[src/rtl/snoop_dispatcher.sv]
// Hands the single snooper to one of N packet-filter cores at a time, round-robin,
// and forwards its writes and done handshake to the granted core only.
module snoop_dispatcher #(
   parameter int N_CORES           = 4,
   parameter int SN_FWD_DATA_WIDTH = 64,
   parameter int SN_FWD_ADDR_WIDTH = 9,
   parameter int INC_WIDTH         = 8,
   localparam int SEL_WIDTH        = (N_CORES > 1) ? $clog2(N_CORES) : 1
) (
   input  logic                         clk,
   input  logic                         rst,
   input  logic [SN_FWD_ADDR_WIDTH-1:0] sn_addr,
   input  logic [SN_FWD_DATA_WIDTH-1:0] sn_wr_data,
   input  logic                         sn_wr_en,
   input  logic [INC_WIDTH-1:0]         sn_byte_inc,
   input  logic                         sn_done,
   output logic                         sn_done_ack,
   output logic                         rdy_for_sn,
   input  logic                         rdy_for_sn_ack,
   output logic [SN_FWD_ADDR_WIDTH-1:0] core_addr,
   output logic [SN_FWD_DATA_WIDTH-1:0] core_wr_data,
   output logic [INC_WIDTH-1:0]         core_byte_inc,
   output logic [N_CORES-1:0]           core_wr_en,
   output logic [N_CORES-1:0]           core_done,
   input  logic [N_CORES-1:0]           core_done_ack,
   input  logic [N_CORES-1:0]           core_rdy_for_sn,
   output logic [N_CORES-1:0]           core_rdy_for_sn_ack,
   output logic [SEL_WIDTH-1:0]         cur_sel,
   output logic                         busy,
   output logic [15:0]                  drop_cnt,
   output logic [1:0]                   dbg_state
);

   // Handshakes: every level/pulse is sampled on the rising edge; a pulse is
   // high for exactly one cycle, a level is held until its ack is sampled.
   typedef enum logic [1:0] {IDLE, GRANT, ACTIVE, DONE_WAIT} state_t;

   state_t               state;
   logic [SEL_WIDTH-1:0] last_sel;
   logic [SEL_WIDTH-1:0] rr_sel;
   logic                 rr_found;
   logic [N_CORES-1:0]   sel_onehot;
   int                   cand;

   assign sel_onehot = N_CORES'(1) << cur_sel;
   assign dbg_state  = state;

   // First ready core strictly after last_sel, wrapping around.
   always_comb begin
      rr_sel   = '0;
      rr_found = 1'b0;
      cand     = 0;
      for (int i = 1; i <= N_CORES; i++) begin
         cand = (int'(last_sel) + i) % N_CORES;
         if (!rr_found && core_rdy_for_sn[SEL_WIDTH'(cand)]) begin
            rr_found = 1'b1;
            rr_sel   = SEL_WIDTH'(cand);
         end
      end
   end

   always_ff @(posedge clk or negedge rst) begin
      if (!rst) begin
         state               <= IDLE;
         last_sel            <= SEL_WIDTH'(N_CORES - 1);
         cur_sel             <= '0;
         rdy_for_sn          <= 1'b0;
         sn_done_ack         <= 1'b0;
         busy                <= 1'b0;
         core_wr_en          <= '0;
         core_done           <= '0;
         core_rdy_for_sn_ack <= '0;
         core_addr           <= '0;
         core_wr_data        <= '0;
         core_byte_inc       <= '0;
         drop_cnt            <= '0;
      end else begin
         core_addr           <= sn_addr;
         core_wr_data        <= sn_wr_data;
         core_byte_inc       <= sn_byte_inc;
         core_wr_en          <= (state == ACTIVE && sn_wr_en) ? sel_onehot : '0;
         core_rdy_for_sn_ack <= '0;
         sn_done_ack         <= 1'b0;

         if (sn_wr_en && state != ACTIVE && drop_cnt != 16'hFFFF)
            drop_cnt <= drop_cnt + 16'd1;

         case (state)
            IDLE: begin
               if (rr_found) begin
                  cur_sel    <= rr_sel;
                  state      <= GRANT;
                  rdy_for_sn <= 1'b1;
                  busy       <= 1'b1;
               end
            end
            GRANT: begin
               // A snooper ack beats a simultaneous withdrawal of ready.
               if (rdy_for_sn_ack) begin
                  state               <= ACTIVE;
                  rdy_for_sn          <= 1'b0;
                  core_rdy_for_sn_ack <= sel_onehot;
                  last_sel            <= cur_sel;
               end else if (!core_rdy_for_sn[cur_sel]) begin
                  state      <= IDLE;
                  rdy_for_sn <= 1'b0;
                  busy       <= 1'b0;
               end
            end
            ACTIVE: begin
               if (sn_done) begin
                  state     <= DONE_WAIT;
                  core_done <= sel_onehot;
               end
            end
            DONE_WAIT: begin
               if (core_done_ack[cur_sel]) begin
                  state       <= IDLE;
                  sn_done_ack <= 1'b1;
                  core_done   <= '0;
                  busy        <= 1'b0;
               end
            end
            default: state <= IDLE;
         endcase
      end
   end

endmodule

[config.mk]
export PLATFORM = sky130hd
export DESIGN_NAME = snoop_dispatcher
export DESIGN_NICKNAME = d
export VERILOG_FILES = /design/src/rtl/snoop_dispatcher.sv
export SDC_FILE = /design/constraint.sdc
export NUM_CORES = 1
export LEC_CHECK = 0
export ABC_AREA = 1
export CAP_MARGIN = 20
export CORE_ASPECT_RATIO = 1.5
export CORE_UTILIZATION = 40
export DETAILED_ROUTE_END_ITERATION = 10
export GPL_ROUTABILITY_DRIVEN = 0
export MAX_ROUTING_LAYER = met4
export PLACE_DENSITY_LB_ADDON = 0.15
export RECOVER_POWER = 25
export SLEW_MARGIN = 30
export SYNTH_ARGS = -nofsm -noshare
export SYNTH_HDL_FRONTEND = slang
export SYNTH_SLANG_ARGS = --single-unit
[constraint.sdc]
create_clock -name clk -period 1.75 [get_ports clk]
set_clock_uncertainty 0.05 [all_clocks]
set_input_delay 0.35 -clock clk [delete_from_list [all_inputs] [get_ports clk]]
set_output_delay 0.35 -clock clk [all_outputs]
set_load 0.02 [all_outputs]
==> flow_summary_export.csv, run 1 <==
group,metric,value,unit
synth,syn_inst,363,
placement,place_area,6748,um^2
sta,hold_violations,0,
synth,yosys.cell_types.count,36,
finish,area_growth,72.05,%
setup_path,worst-endpoint-required,1.99,ns
die,core,10530,um^2
setup_path,critPathMaxStageDelay,0.67,ns
setup_path,reg2reg_from,"last_sel[0]",
synth,async_flop_share,100.0,%
die,pin_count,210,
setup_path,reg2reg_depth,11,
sta,finalCriticalPeriod,1.753,ns
min_path,min_path_cells,2,
global_routing,antenna_found_initial,3,
synth,ys_seq_area_share,68.70,%
setup_path,critPathLaunchType,"flop",
clock_network,cts_sinks,118,
setup_path,path_max_fanout,8,
finish,design_area,7401,um^2
die,die_area,11180,um^2
detailed_routing,wirelength,12540,um
detailed_routing,vias,3475,
die,die_h,129.0,um
setup_path,crit_type,"flop to flop",
clock_network,cts_tree,"built",
die,rows,46,
clock_network,cts_buffers,17,
die,fp.dieW,86.67,um
global_routing,grt_overflow_total,0,
detailed_routing,detail_route.wl_per_cell,16.18,um
power_and_ir_drop,ir_drop,0.8412,mV
sta,whs,0.4370,ns
clock_network,clkTransAtPathRegs,0.06,ns
finish,drive_above_1_share,19.59,%
synth,synth_area_per_cell,11.85,um^2
setup_path,crit_chain,"inv_8 -> nand2_2 -> nand2_2 -> nand2_2 -> nand2_4 -> nor2_8 -> nand4_2 -> nand3_2 -> nor2_1 -> nand2_1 -> nand2_1",
power_and_ir_drop,p_leak,3.817,nW
setup_path,endpoint_kind,"flop",
placement,port_buffers,209,
sta,slew_headroom,37.17,%
clock_network,clock_tree.htree_level_count,4,
sta,drv_slew,0,
sta,fmax,570.3,MHz
sta,grt_setup_unrepaired,"true",
global_routing,grt.total_usage,24.44,%
run,maxCapViolations,0,
global_routing,grt_pass1_vias,3523,
finish,final_core_util,70.27,%
finish,n_fill_cell,807,
sta,worst_pin_slew,0.9424,ns
status,violations,"setup timing",
detailed_routing,antenna_left,0,
setup_path,cp_slowest_cell,"dfstp_2",
clock_network,insertion_delay,0.40,ns
status,status,"complete, but fails checks",
min_path,hold_start,"busy",
clock_network,ctsLongestPathBuffers,2,
detailed_routing,via_per_inst,4.484,
synth,ys.warnings.count,0,
global_routing,grt_max_degree,39,
detailed_routing,drtIter0Drc,106,
min_path,hold_path_class,"flop to flop",
sta,setup_viol,1,
detailed_routing,route.detailed.drc,0,
detailed_routing,dr.pass1.iters,4,
finish,num-nets-final,715,
synth,syn_nets,463,
finish,instances_no_fill,775,
synth,synth_edf_count,0,
clock_network,clockRootBuffer,"clkbuf_16",
placement,dp_cells,736,
power_and_ir_drop,power.density,1411,nW/um^2
sta,fin_ws,-0.003315,ns
global_routing,grt_pass1_wl,18980,um
synth,synth-main-ff-cell,"dfrtp_1",
synth,synth-seq-cells,118,
setup_path,cp_common_cell,"nand2_2",
setup_path,arrival,2.00,ns
placement,hpwl,9710,um
setup_path,crit_start,"last_sel[0]",
sta,finalCritPeriodShare,100.2,%
synth,mappedNetlistArea,4302,um^2
die,start_util,40.84,%
## layer usage
layer / vias to the layer above / part of all wire (%) / track usage [%]
li1: 1650 / - / -
met1: 1663 / 37 / 25.31
met2: 146 / 56 / 43.65
met3: 16 / 5.4 / 6.242
met4: 0 / 1.8 / 10.10
met5: - / 0 / -
## cells in the mapped netlist (2+ instances only)
cell | count | area share (%)
inv_1 | 38 | 3.3
ha_1 | 6 | 1.7
xor2_1 | 11 | 2.2
a21oi_1 | 4 | 0.47
nor3_2 | 3 | 0.70
nand2_1 | 69 | 6.0
dfstp_2 | 2 | 1.2
o21ai_1 | 11 | 1.3
nand2_2 | 13 | 1.9
xnor2_1 | 2 | 0.41
o21ai_2 | 5 | 1.0
nor2_1 | 20 | 1.7
nor3_1 | 6 | 0.70
inv_2 | 9 | 0.79
nand4_1 | 5 | 0.73
buf_6 | 3 | 0.79
nand2_4 | 2 | 0.52
o21ai_0 | 3 | 0.35
nand3_1 | 16 | 1.9
dfrtp_1 | 116 | 67
nand3_2 | 4 | 0.93
## worst max-delay path, delay by kind of cell, from the launching register on
family	cells	cell delay, ns
AND/OR/NAND/NOR	10	0.85
flip-flops	1	0.67
buffers and inverters	1	0.08
## through the flow
stage	total power [mW]	TNS, ns	worst slack, ns
after global placement	7.096	-0.2995	-0.08777
after global routing	11.03	-0.4084	-0.08698
final	10.44	-0.003315	-0.003315
after floorplan	5.532	0	0.05381
after detailed placement	7.159	-0.6991	-0.1443
after CTS	10.39	0	0.0001168
## sequential cells by signal, indices dropped and copies added (netlist names), named ones only
signal,cells
core_wr_data,64
drop_cnt,16
core_addr,9
core_byte_inc,8
core_done,4
core_rdy_for_sn_ack,4
core_wr_en,4
cur_sel,2
last_sel,2
busy,1
dbg_state,1
rdy_for_sn,1
sn_done_ack,1
## logic make-up after synthesis
family,Yosys count,synth area share [%]
compound gates,28,4.305
xor+xnor,13,2.647
fa+ha+maj,6,1.745
buf+inv,52,5.323
flops,118,68.70
simple gates,146,17.28
## timing repair
item,CTS,global route
setup buffers,0,3
hold buffers,1,0
endpoints found under the hold margin,29,0
setup endpoints to repair,85,50
resized for setup,86,46
pin swaps,0,4
## final timing paths
path                                    end  slack [ns]
setup / recovery                       flop      -0.003
min in group asynchronous  core_wr_data[45]        0.59
max in group asynchronous      core_addr[5]        0.27
hold reg to reg                        busy        0.44
setup reg to reg                       flop      -0.003
hold / removal                         busy        0.44
## report_power, final
part           total [mW]  internal (mW)  switching (mW)  leakage (nW)
clock                3.39           2.14            1.25         0.280
combinational        3.60           1.46            2.14          2.11
sequential           3.45           3.12           0.324          1.42
## cell type report
cell class	count	area, um^2	area share (%)
tap	144	180.2	2.434
inverter	48	187.7	2.536
sequential	118	2958	39.97
multi-input combinational	193	1177	15.91
clock inverter	14	148.9	2.012
antenna	3	7.507	0.1014
clock buffer	18	439.2	5.934
timing repair buffer	237	2302	31.11
## placed cells by master, fill, tap and decap left out, types with 13 or more instances in the layout
cell | synthesis | routed
nor2_1 | 20 | 17
clkbuf_16 | 0 | 17
nand3_1 | 16 | 13
nand2_2 | 13 | 17
buf_4 | 1 | 24
dlymetal6s2s_1 | 0 | 28
inv_1 | 38 | 38
nand2_1 | 69 | 64
clkdlybuf4s50_1 | 0 | 14
dfrtp_1 | 116 | 114
dlygate4sd2_1 | 0 | 84
dlygate4sd3_1 | 0 | 82
Power figures use the tool's default switching activity.
==> inputs of run 2 (changes only) <==
--- a/config.mk
+++ b/config.mk
@@ -11,9 +11,11 @@
 export CORE_UTILIZATION = 40
 export DETAILED_ROUTE_END_ITERATION = 10
 export GPL_ROUTABILITY_DRIVEN = 0
+export HOLD_SLACK_MARGIN = 0.12
 export MAX_ROUTING_LAYER = met4
 export PLACE_DENSITY_LB_ADDON = 0.15
 export RECOVER_POWER = 25
+export REMOVE_ABC_BUFFERS = 1
 export SLEW_MARGIN = 30
 export SYNTH_ARGS = -nofsm -noshare
 export SYNTH_HDL_FRONTEND = slang
==> flow_summary_export.csv, run 2 (synthesized netlist as in run 1, its figures left out) <==
group,metric,value,unit
sta,fmax,571.1,MHz
placement,dp_cells,730,
setup_path,arrival,2.01,ns
global_routing,grt.total_usage,23.52,%
die,core,10530,um^2
sta,finalCritPeriodShare,100.1,%
setup_path,critPathMaxStageDelay,0.67,ns
detailed_routing,dr.pass1.iters,5,
detailed_routing,route.detailed.drc,0,
finish,largest-register,"core_wr_data",
die,die_area,11180,um^2
power_and_ir_drop,p_sw,3.721,mW
detailed_routing,drtIter0Drc,118,
clock_network,insertion_delay,0.41,ns
setup_path,endpoint_kind,"flop",
setup_path,path_max_fanout,8,
finish,instances_no_fill,773,
min_path,hold_path_class,"primary input to flop",
setup_path,cp_slowest_cell,"dfstp_2",
global_routing,grt_max_degree,83,
clock_network,cts_buffers,17,
sta,finalCriticalPeriod,1.751,ns
clock_network,clockRootBuffer,"clkbuf_16",
detailed_routing,vias,3494,
clock_network,cts_tree,"built",
power_and_ir_drop,p_leak,3.815,nW
placement,hpwl,8990,um
finish,num-nets-final,711,
global_routing,grt_pass1_wl,18480,um
power_and_ir_drop,pwr-share-seq,33.2,%
detailed_routing,via_per_inst,4.520,
die,rows,46,
setup_path,critPathLaunchType,"flop",
sta,setup_viol,1,
finish,drive_above_1_share,18.46,%
detailed_routing,detail_route.wl_per_cell,15.89,um
setup_path,path_buf_inv,3,
finish,final_common_cell,"dfrtp_1",
die,die_h,129.0,um
power_and_ir_drop,ir_drop,0.9974,mV
global_routing,grt_pass1_vias,3702,
power_and_ir_drop,intPower,6.714,mW
global_routing,antenna_found_initial,6,
status,violations,"setup timing",
finish,final_core_util,70.16,%
power_and_ir_drop,total_power,10.44,mW
detailed_routing,wirelength,12290,um
finish,final_cell_mix,"dfrtp_1, dlygate4sd2_1, dlygate4sd3_1",
clock_network,cts_sinks,118,
die,start_util,40.84,%
power_and_ir_drop,switching_share,35.66,%
clock_network,ctsLongestPathBuffers,2,
sta,worst_pin_slew,1.018,ns
sta,drv_slew,0,
detailed_routing,antenna_left,0,
sta,slew_headroom,32.11,%
finish,area_growth,71.79,%
run,maxCapViolations,0,
power_and_ir_drop,pwr-share-comb,34.4,%
clock_network,clkTransAtPathRegs,0.06,ns
finish,n_fill_cell,813,
die,fp.dieW,86.67,um
power_and_ir_drop,clkPwrFrac,32.4,%
finish,top_regs,"core_wr_data (64), drop_cnt (16), core_addr (9)",
sta,hold_violations,0,
sta,fin_ws,-0.001042,ns
clock_network,clock_tree.htree_level_count,4,
sta,grt_setup_unrepaired,"true",
power_and_ir_drop,power.density,1412,nW/um^2
die,pin_count,210,
setup_path,cpLargestDelayFamily,"simple AND/OR/NAND/NOR gates",
setup_path,worst-endpoint-required,2.01,ns
status,status,"complete, but fails checks",
setup_path,crit_chain,"inv_8 -> nand2_4 -> nand2_4 -> nand2_4 -> nand2_4 -> nor2_8 -> nand3_2 -> nand2_2 -> inv_2 -> nand2_1 -> nand2_1 -> nand2_1 -> inv_1",
setup_path,crit_type,"flop to flop",
placement,port_buffers,209,
global_routing,grt_overflow_total,0,
setup_path,cp_common_cell,"nand2_4",
finish,largest_reg_flops,64,
run 2: cell count changes in the layout (fill, tap and decap cells not counted), moves of 2 or more:
cell,delta
dlymetal6s2s_1,+2
buf_4,-2
nand3_2,-3
nand2_2,-6
nand3_1,+3
nand2_1,-2
inv_6,-3
buf_12,-2
nor2_1,+2
nand2_4,+8
diode_2,+3
run 2: cell type report:
cell class / count / area, um^2 / area share (%)
Antenna cell: 6 / 15.01 / 0.2032
Tap cell: 144 / 180.2 / 2.438
Clock inverter: 11 / 126.4 / 1.710
Timing Repair Buffer: 233 / 2258 / 30.56
Clock buffer: 20 / 456.7 / 6.180
Sequential cell: 118 / 2959 / 40.04
Inverter: 48 / 187.7 / 2.540
Multi-Input combinational cell: 193 / 1206 / 16.32
run 2: power groups by stage:
stage          Sequential, mW  Combinational [mW]  Clock, mW
2_1_floorplan            3.89                1.58          0
3_3_place_gp             3.50                3.46          0
3_5_place_dp             3.51                3.53          0
4_1_cts                  3.46                3.34       3.45
5_1_grt                  3.52                3.92       3.58
6_report                 3.46                3.59       3.38
run 2: timing repair:
| action | in CTS | in global routing |
|---|---|---|
| pin swaps | 0 | 6 |
| resized for setup | 86 | 53 |
| setup endpoints to repair | 84 | 41 |
| buffers inserted | 0 | 5 |
| hold buffers | 1 | 0 |
| hold endpoints to repair | 116 | 0 |
run 2: worst paths after layout:
path                                 from  cells after the start                    endpoint  slack (ns)
setup / recovery              last_sel[0]                     13                  rdy_for_sn      -0.001
hold / removal             sn_wr_data[52]                      1            core_wr_data[52]        0.44
setup reg to reg              last_sel[0]                     13                  rdy_for_sn      -0.001
hold reg to reg               drop_cnt[3]                      1                 drop_cnt[3]        0.47
max in group asynchronous             rst                      3  asynchronous set/reset pin        0.20
min in group asynchronous             rst                      3            core_wr_data[33]        0.51
run 2: per-layer routing:
| layer | GRT usage (%) | up-vias | wire (um) |
|---|---|---|---|
| met5 | - | - | 0 |
| met4 | 14.31 | 0 | 514 |
| li1 | - | 1647 | - |
| met1 | 23.28 | 1645 | 4387 |
| met2 | 41.04 | 169 | 6666 |
| met3 | 5.987 | 33 | 715 |
run 2: through the flow:
stage / area, um^2 / hold WS [ns] / setup TNS [ns] / setup slack [ns]
global route: 7390 / 0.4281 / -0.3399 / -0.09259
floorplan: 4260 / 0.004409 / 0 / 0.05381
CTS: 7181 / 0.3142 / 0 / 0.0007725
global placement: 6690 / 0.3743 / -0.3033 / -0.08628
finish: 7390 / 0.4415 / -0.001042 / -0.001042
detailed placement: 6690 / 0.3760 / -0.8119 / -0.1603
run 2: worst register-to-register path: stages (launching register included):
cell     delay [ns]
dfstp_2        0.67
inv_8          0.09
nand2_4        0.07
nand2_4        0.06
nand2_4        0.08
nand2_4        0.07
nor2_8         0.15
nand3_2        0.08
nand2_2        0.08
inv_2          0.05
nand2_1        0.06
nand2_1        0.05
nand2_1        0.05
inv_1          0.04
